$ cat src/rtl/vga_timing_controller.sv
// VGA raster sequencer: h/v pixel counters with per-axis phase FSMs and a start/stop run FSM.
// Optional VGA_FRAME_COUNT_EN adds an 8-bit free-running frame counter output.
module vga_timing_controller #(
    parameter int H_ACTIVE        = 320,
    parameter int H_FRONT         = 8,
    parameter int H_SYNC          = 48,
    parameter int H_BACK          = 24,
    parameter int V_ACTIVE        = 240,
    parameter int V_FRONT         = 3,
    parameter int V_SYNC          = 4,
    parameter int V_BACK          = 15,
    parameter bit SYNC_ACTIVE_LOW = 1'b1
) (
    input  logic       clk,
    input  logic       reset_n,
    input  logic       pixel_en,
    input  logic       start,
    input  logic       stop,
    output logic       busy,
    output logic       hsync,
    output logic       vsync,
    output logic       video_on,
    output logic [9:0] pixel_x,
    output logic [9:0] pixel_y,
    output logic       line_end,
    output logic       frame_end
`ifdef VGA_FRAME_COUNT_EN
    ,
    output logic [7:0] frame_count
`endif
);

    // state  | meaning
    // IDLE   | raster halted, counters parked at 0, phases ACTIVE
    // RUN    | counters advance on each pixel_en tick
    // ACTIVE | (per axis) visible region
    // FRONT  | (per axis) front porch
    // SYNC   | (per axis) sync pulse
    // BACK   | (per axis) back porch

    localparam int CW      = 10;
    localparam int H_TOTAL = H_ACTIVE + H_FRONT + H_SYNC + H_BACK;
    localparam int V_TOTAL = V_ACTIVE + V_FRONT + V_SYNC + V_BACK;

    if (H_TOTAL > 1024 || V_TOTAL > 1024) begin : g_bad_params
        $error("vga_timing_controller: H_TOTAL/V_TOTAL must not exceed 1024");
    end

    localparam logic [CW-1:0] H_LAST    = CW'(H_TOTAL - 1);
    localparam logic [CW-1:0] H_B_FRONT = CW'(H_ACTIVE);
    localparam logic [CW-1:0] H_B_SYNC  = CW'(H_ACTIVE + H_FRONT);
    localparam logic [CW-1:0] H_B_BACK  = CW'(H_ACTIVE + H_FRONT + H_SYNC);
    localparam logic [CW-1:0] V_LAST    = CW'(V_TOTAL - 1);
    localparam logic [CW-1:0] V_B_FRONT = CW'(V_ACTIVE);
    localparam logic [CW-1:0] V_B_SYNC  = CW'(V_ACTIVE + V_FRONT);
    localparam logic [CW-1:0] V_B_BACK  = CW'(V_ACTIVE + V_FRONT + V_SYNC);

    typedef enum logic {IDLE, RUN} state_t;
    typedef enum logic [1:0] {ACTIVE, FRONT, SYNC, BACK} phase_t;

    state_t          state_q, state_d;
    phase_t          h_phase_q, h_phase_d;
    phase_t          v_phase_q, v_phase_d;
    logic [CW-1:0]   h_count_q, h_count_d;
    logic [CW-1:0]   v_count_q, v_count_d;
    logic            stop_pending_q, stop_pending_d;

    logic [CW-1:0]   h_inc, v_inc;
    logic            h_wrap, v_wrap;
    logic            line_end_c, frame_end_c;

    // Phase moves when the post-increment count lands on a boundary; wrap always returns to ACTIVE.
    function automatic phase_t step_phase(input phase_t cur, input logic wrap,
                                          input logic [CW-1:0] inc,
                                          input logic [CW-1:0] b_front,
                                          input logic [CW-1:0] b_sync,
                                          input logic [CW-1:0] b_back);
        step_phase = cur;
        if (wrap)                step_phase = ACTIVE;
        else if (inc == b_front) step_phase = FRONT;
        else if (inc == b_sync)  step_phase = SYNC;
        else if (inc == b_back)  step_phase = BACK;
    endfunction

    always_ff @(posedge clk or negedge reset_n) begin
        if (!reset_n) begin
            state_q        <= IDLE;
            h_phase_q      <= ACTIVE;
            v_phase_q      <= ACTIVE;
            h_count_q      <= '0;
            v_count_q      <= '0;
            stop_pending_q <= 1'b0;
        end else begin
            state_q        <= state_d;
            h_phase_q      <= h_phase_d;
            v_phase_q      <= v_phase_d;
            h_count_q      <= h_count_d;
            v_count_q      <= v_count_d;
            stop_pending_q <= stop_pending_d;
        end
    end

    always_comb begin
        state_d        = state_q;
        h_phase_d      = h_phase_q;
        v_phase_d      = v_phase_q;
        h_count_d      = h_count_q;
        v_count_d      = v_count_q;
        stop_pending_d = stop_pending_q;

        h_inc       = h_count_q + 1'b1;
        v_inc       = v_count_q + 1'b1;
        h_wrap      = (h_count_q == H_LAST);
        v_wrap      = (v_count_q == V_LAST);
        line_end_c  = (state_q == RUN) && pixel_en && h_wrap;
        frame_end_c = line_end_c && v_wrap;

        case (state_q)
            IDLE: begin
                if (start) begin
                    state_d        = RUN;
                    h_count_d      = '0;
                    v_count_d      = '0;
                    h_phase_d      = ACTIVE;
                    v_phase_d      = ACTIVE;
                    stop_pending_d = 1'b0;
                end
            end
            RUN: begin
                if (frame_end_c && (stop_pending_q || stop)) begin
                    state_d        = IDLE;
                    h_count_d      = '0;
                    v_count_d      = '0;
                    h_phase_d      = ACTIVE;
                    v_phase_d      = ACTIVE;
                    stop_pending_d = 1'b0;
                end else begin
                    if (stop) stop_pending_d = 1'b1;
                    if (pixel_en) begin
                        h_count_d = h_wrap ? '0 : h_inc;
                        h_phase_d = step_phase(h_phase_q, h_wrap, h_inc,
                                               H_B_FRONT, H_B_SYNC, H_B_BACK);
                        if (h_wrap) begin
                            v_count_d = v_wrap ? '0 : v_inc;
                            v_phase_d = step_phase(v_phase_q, v_wrap, v_inc,
                                                   V_B_FRONT, V_B_SYNC, V_B_BACK);
                        end
                    end
                end
            end
            default: state_d = IDLE;
        endcase
    end

    // Sync/video decode uses registered state only, so pins cannot glitch on input changes.
    assign busy      = (state_q == RUN);
    assign hsync     = (h_phase_q == SYNC) ^ SYNC_ACTIVE_LOW;
    assign vsync     = (v_phase_q == SYNC) ^ SYNC_ACTIVE_LOW;
    assign video_on  = (state_q == RUN) && (h_phase_q == ACTIVE) && (v_phase_q == ACTIVE);
    assign pixel_x   = h_count_q;
    assign pixel_y   = v_count_q;
    assign line_end  = line_end_c;
    assign frame_end = frame_end_c;

`ifdef VGA_FRAME_COUNT_EN
    logic [7:0] frame_count_q, frame_count_d;

    always_ff @(posedge clk or negedge reset_n) begin
        if (!reset_n) frame_count_q <= '0;
        else          frame_count_q <= frame_count_d;
    end

    always_comb begin
        frame_count_d = frame_count_q;
        if (frame_end_c) frame_count_d = frame_count_q + 1'b1;
    end

    assign frame_count = frame_count_q;
`endif

endmodule

$ cat config.mk
export PLATFORM = sky130hd
export DESIGN_NAME = vga_timing_controller
export DESIGN_NICKNAME = d
export VERILOG_FILES = /design/src/rtl/vga_timing_controller.sv
export SDC_FILE = /design/constraint.sdc
export NUM_CORES = 1
export LEC_CHECK = 0
export BUFFER_PORTS_ARGS = -buffer_cell sky130_fd_sc_hd__buf_2
export CORE_MARGIN = 2
export CORE_UTILIZATION = 46
export DETAILED_ROUTE_END_ITERATION = 7
export HOLD_SLACK_MARGIN = 0.02
export PLACE_DENSITY = 0.71
export SETUP_SLACK_MARGIN = 0.05
export SYNTH_ARGS = -nofsm -noshare
export SYNTH_HDL_FRONTEND = slang
export SYNTH_SLANG_ARGS = --single-unit
$ cat constraint.sdc
create_clock -name clk -period 2.1 [get_ports clk]
set_input_delay 0 -clock clk [delete_from_list [all_inputs] [get_ports clk]]
set_output_delay 0 -clock clk [all_outputs]
set_load 0.02 [all_outputs]
-- After elaboration in Yosys (flattened, before gate mapping)
Index checks and enable logic that the tools add are counted.
- $add $sub $neg: 2
- eq/ne operators: 16
- mux-type cells: 33
- bitwise logic cells: 3
- reductions and logical operators: 14
- operators by type and width (operator ; count):
    10-bit 2-to-1 mux ; 8
    10-bit by 9-bit equality test with 1-bit output, second input constant ; 5
    10-bit case mux with 2 select lines ; 2
    10-bit by 8-bit equality test with 1-bit output, second input constant ; 3
    2-bit 2-to-1 mux ; 14
    10-bit by 1-bit adder with 10-bit output, second input constant ; 2
    6-bit by 1-bit != test with 1-bit output, second input constant ; 2
    2-bit case mux with 2 select lines ; 2
    1-bit logical AND ; 6
    3-bit by 2-bit != test with 1-bit output, second input constant ; 2
    3-bit AND reduction ; 2
    1-bit 2-to-1 mux ; 5
    2-bit equality test, second input constant ; 2
    2-bit logical NOT ; 2
    1-bit case mux with 2 select lines ; 2
    2-bit AND reduction ; 2
    4-bit AND reduction ; 1
    3-bit by 1-bit != test with 1-bit output, second input constant ; 1
    1-bit inverter ; 3
    2-bit != test, second input constant ; 1
    1-bit logical OR ; 1
- flip-flop bits (word level): 26
- input port bits: 5
- logic and storage cells: 74

-- Longest topological paths before layout
- depth in word-level cells: 10
- gate-level depth with buffers: 8
- mapped depth without buffers: 7

-- Worst setup path before layout
Ideal clock, no wire load.
- path kind: register to register
- start point: register h_count_q[5] (netlist: pixel_x[5])
- end point: register stop_pending_q
- library setup time: 167 ps
- arrival: 2317 ps
- data required time: 1933 ps
- slack: -384 ps
- stages on the path, launching flop included: 6
- buffers on the path: 1
- period minus slack after synthesis: 2484 ps
- path through: dfrtp_1 buf_6 or4b_4 or3_1 nor3_1 o32ai_1
- cells in the longest elaborated chain, start to end: 6
- elaborated cells on any way between the ends: 8
- RTL lines (item ; RTL line ; text):
    from (decl) ; 64 ; logic [CW-1:0] h_count_q, h_count_d;
    from (signal assigned) ; 97 ; h_count_q <= h_count_d;
    10-bit by 9-bit equality test with 1-bit output * ; 113 ; h_wrap = (h_count_q == H_LAST);
    1-bit logical AND * ; 115 ; line_end_c = (state_q == RUN) && pixel_en && h_wrap;
    1-bit logical AND * ; 116 ; frame_end_c = line_end_c && v_wrap;
    named net frame_end ; 26 ; output logic frame_end
    1-bit logical AND * ; 130 ; if (frame_end_c && (stop_pending_q || stop)) begin
    1-bit 2-to-1 mux / 3-bit by 2-bit != test with 1-bit output (equally long branches) ; - ;
    1-bit case mux with 2 select lines / 2-bit AND reduction (equally long branches) ; - ;
    to (signal assigned) ; 99 ; stop_pending_q <= stop_pending_d;
    to (decl) ; 66 ; logic stop_pending_q, stop_pending_d;
The timed path passes the listed nets; every way through them passes the cells marked *.
A chain may end at the register's enable or synchronous reset.

-- Final worst setup path
- start point: register h_count_q[6] (netlist: pixel_x[6])
- end point: output frame_end
- cells in the longest elaborated chain, start to end: 3
- RTL lines (item ; RTL line):
    10-bit by 9-bit equality test with 1-bit output ; 113
    1-bit logical AND ; 115
    1-bit logical AND ; 116
    to (decl) ; 26
No other way between the ends.

==> results by group <==
Outcome
  – Outcome: completed

Timing
  – Slew HR: 0.589
  – F_max: 498 MHz
  – Min setup slack post-route: 92.7 ps
  – Final hold viol count: 0
  – Total negative setup slack: 0 ps
  – Worst Max-Slew Pin Slew: 616 ps
  – Final min period: 2010 ps
  – Skew final: 5.00 ps
  – Final Cycle Share: 0.956
  – RSZ-0062 raised after global routing: true
  – Final setup vio count: 0
  – Pins Over Slew Limit: 0

Placed design
  – DP HPWL: 3.91 mm
  – Worst slack, placed: -58.1 ps
  – IO Port Bufs: 30
  – GPL Wtd Cong: 0.889

Synthesis
  – Synth area leader: dfrtp_1
  – Avg Cell Area, Syn: 7.98 sq um
  – Warnings from Yosys: 0
  – Number of synthesized flops with an enable pin: 0
  – Share of async-settable or async-resettable flops after synthesis: 1.00
  – Ys flop type: dfrtp_1
  – Synth Cell Area: 0.00203 sq mm
  – Post-synthesis sequential area ratio: 0.320
  – Count of cell types in the netlist: 58
  – Count of state elements after synthesis: 26
  – Mapped Cells: 255
  – Synth top area share: 0.320
  – Syn_nets: 266
  – Top post-synthesis cells by area: dfrtp_1 (32%), o21ai_0 (7.1%), ha_1 (3.7%), nand2_1 (3.7%), nand3_1 (3.7%)

Routing
  – Drt drc: 0
  – Routed WL: 5.60 mm
  – Via-per-instance ratio: 6.01
  – Initial DRC Count: 147
  – Routed Antenna Nets: 0
  – WL per Instance: 15.5 um
  – Via count: 2176
  – DRT Pass-1 Iters: 7

Pwr
  – Sw frac: 0.389
  – Flop pwr share: 0.370
  – Psw: 618 uW
  – PD cells: 594 mW/mm^2
  – Clock share of power: 0.193
  – Max IR drop VDD: 281 uV
  – Cell leakage power: 0.00117 uW
  – Total power: 1590 uW
  – P_int: 970 uW
  – Gate power share: 0.437

Global route
  – Tot GR Track Use: 0.229
  – Initial antenna violation count: 0
  – First-pass GRT wire length: 9.33 mm
  – Maximum number of pins on one net before global-route repair: 27
  – Vias in the first global route: 2045
  – Grt ovf: 0

Worst setup path
  – CP startpoint kind: flip-flop
  – Reg2reg path depth: 5
  – Required time worst endpoint: 2100 ps
  – Crit path buf inv count: 1
  – CP top delay family: simple AND/OR/NAND/NOR gates
  – Worst Path Arrival: 2010 ps
  – Setup CP Type: flip-flop to output pin
  – Crit-path cells: or4b_4 > or3_4 > nor3_4 > buf_2
  – Levels on crit path: 4
  – Worst setup EP type: output pin
  – CP max stage cell: or4b_4
  – Crit-path max cell delay: 580 ps
  – Crit-path max FO: 4

Die
  – Die Wd: 70.5 um
  – Die Height: 70.5 um
  – Floorplan Core Area: 0.00429 sq mm
  – Initial core utilization: 0.474
  – Die ar.: 0.00497 sq mm
  – # rows: 24
  – Top-Level Pins: 31

Worst hold path
  – Hold crit path type: input port to flip-flop
  – Worst hold path depth: 4

Cells and area
  – Area grow syn2layout: 31.5%
  – Fin nets: 322
  – Most frequent cells in the layout: buf_4 (31), buf_2 (30), o21ai_0 (26)
  – Ratio of cells with drive above 1 in the final layout: 0.297
  – Commonest non-fill, non-tap cell in the layout: buf_4
  – Ant diodes: 0

Clock tree
  – Clk_lat worst skew: 280 ps
  – CTS tree: yes
  – Clk slew on worst S/H paths: 100 ps
  – CTS Buf Count: 3
  – Maximum clock insertion buffer count: 2
  – Htree depth: 1
  – Clk sinks: 26
  – CTS Root Cell: clkbuf_8

Flow run
  – Max-cap violations: 0
## logic make-up after synthesis
logic type                 after synthesis  share of synthesized area
buffers and inverters                   29                     0.0584
DFF                                     26                      0.320
AOI/OAI and AO/OA                       84                      0.275
muxes                                    3                     0.0148
and+or+nand+nor                        105                      0.287
xor gates and xnor gates                 2                    0.00861
adders and majority gates                6                     0.0369
## synthesized netlist by cell type, types with 3 or more instances
master	count
nand4_1	4
or3_1	4
nand3b_1	3
dfrtp_1	26
ha_1	6
clkbuf_1	15
mux2i_1	3
a21oi_1	8
and2_1	4
nand2_1	20
o41ai_1	3
nor2b_1	4
nor3_1	6
inv_1	11
o21ai_0	29
o22ai_1	5
o211ai_1	7
o31ai_1	6
o21bai_1	3
nand3_1	15
and3_1	8
nor2_1	19
## layer usage
metal	GRT usage	routed length, um	share of wire
met5	0	0	0
met4	0.0534	59	0.011
met1	0.302	2500	0.45
met3	0.0231	246	0.044
met2	0.405	2800	0.50
## worst reg2reg max path, stage by stage, from the launching register on
cell      delay, ps
dfrtp_1         390
or4b_4          580
o41a_1          400
clkinv_2        100
nand3_4         120
o41ai_2         290
## power by group through the flow
| stage | logic (uW) | registers (uW) | clock network, uW |
|---|---|---|---|
| finish | 694 | 588 | 306 |
| global route | 761 | 594 | 324 |
| CTS | 638 | 582 | 308 |
| detailed placement | 621 | 592 | 0 |
| global placement | 616 | 588 | 0 |
| floorplan | 327 | 655 | 0 |
## state kept, by name, indices dropped and copies added (netlist names)
name            count
busy                1
h_phase_q           2
pixel_x            10
pixel_y            10
stop_pending_q      1
v_phase_q           2
## metrics by stage
stage                     instances  utilization  area, sq um  hold slack [ps]
final                           362        0.623         2680              171
after global routing            362        0.623         2680              193
after CTS                       359        0.601         2580              168
after detailed placement        349        0.568         2440             38.9
after global placement          349        0.568         2440             41.5
after floorplan                 255            -         2050             -296
## final cells by class
cell class / count / area (sq um)
clock buffer: 4 / 45.0
fill: 393 / 1620
sequential: 26 / 656
timing repair buffer: 68 / 475
inverter: 12 / 46.3
multi-input combinational: 200 / 1390
tap: 52 / 65.1
## worst paths after layout
path                                       startpoint                         end  slack [ps]
hold reg to reg            stop_pending_q$_DFFE_PN0P_  stop_pending_q$_DFFE_PN0P_         550
hold / removal                               pixel_en      pixel_x[5]$_DFFE_PN0P_         170
setup / recovery               pixel_x[6]$_DFFE_PN0P_                   frame_end          90
max in group asynchronous                     reset_n      pixel_y[0]$_DFFE_PN0P_        1400
min in group asynchronous                     reset_n      pixel_x[8]$_DFFE_PN0P_         260
setup reg to reg               pixel_x[6]$_DFFE_PN0P_      pixel_y[6]$_DFFE_PN0P_         130
## repair_timing
action	CTS	global route
resized for setup	11	16
pin swaps	5	6
setup buffers	3	3
hold buffers	3	0
endpoints found under the hold margin	30	0
setup endpoints to repair	9	13
Note: power is estimated with default switching activity, not from simulation.
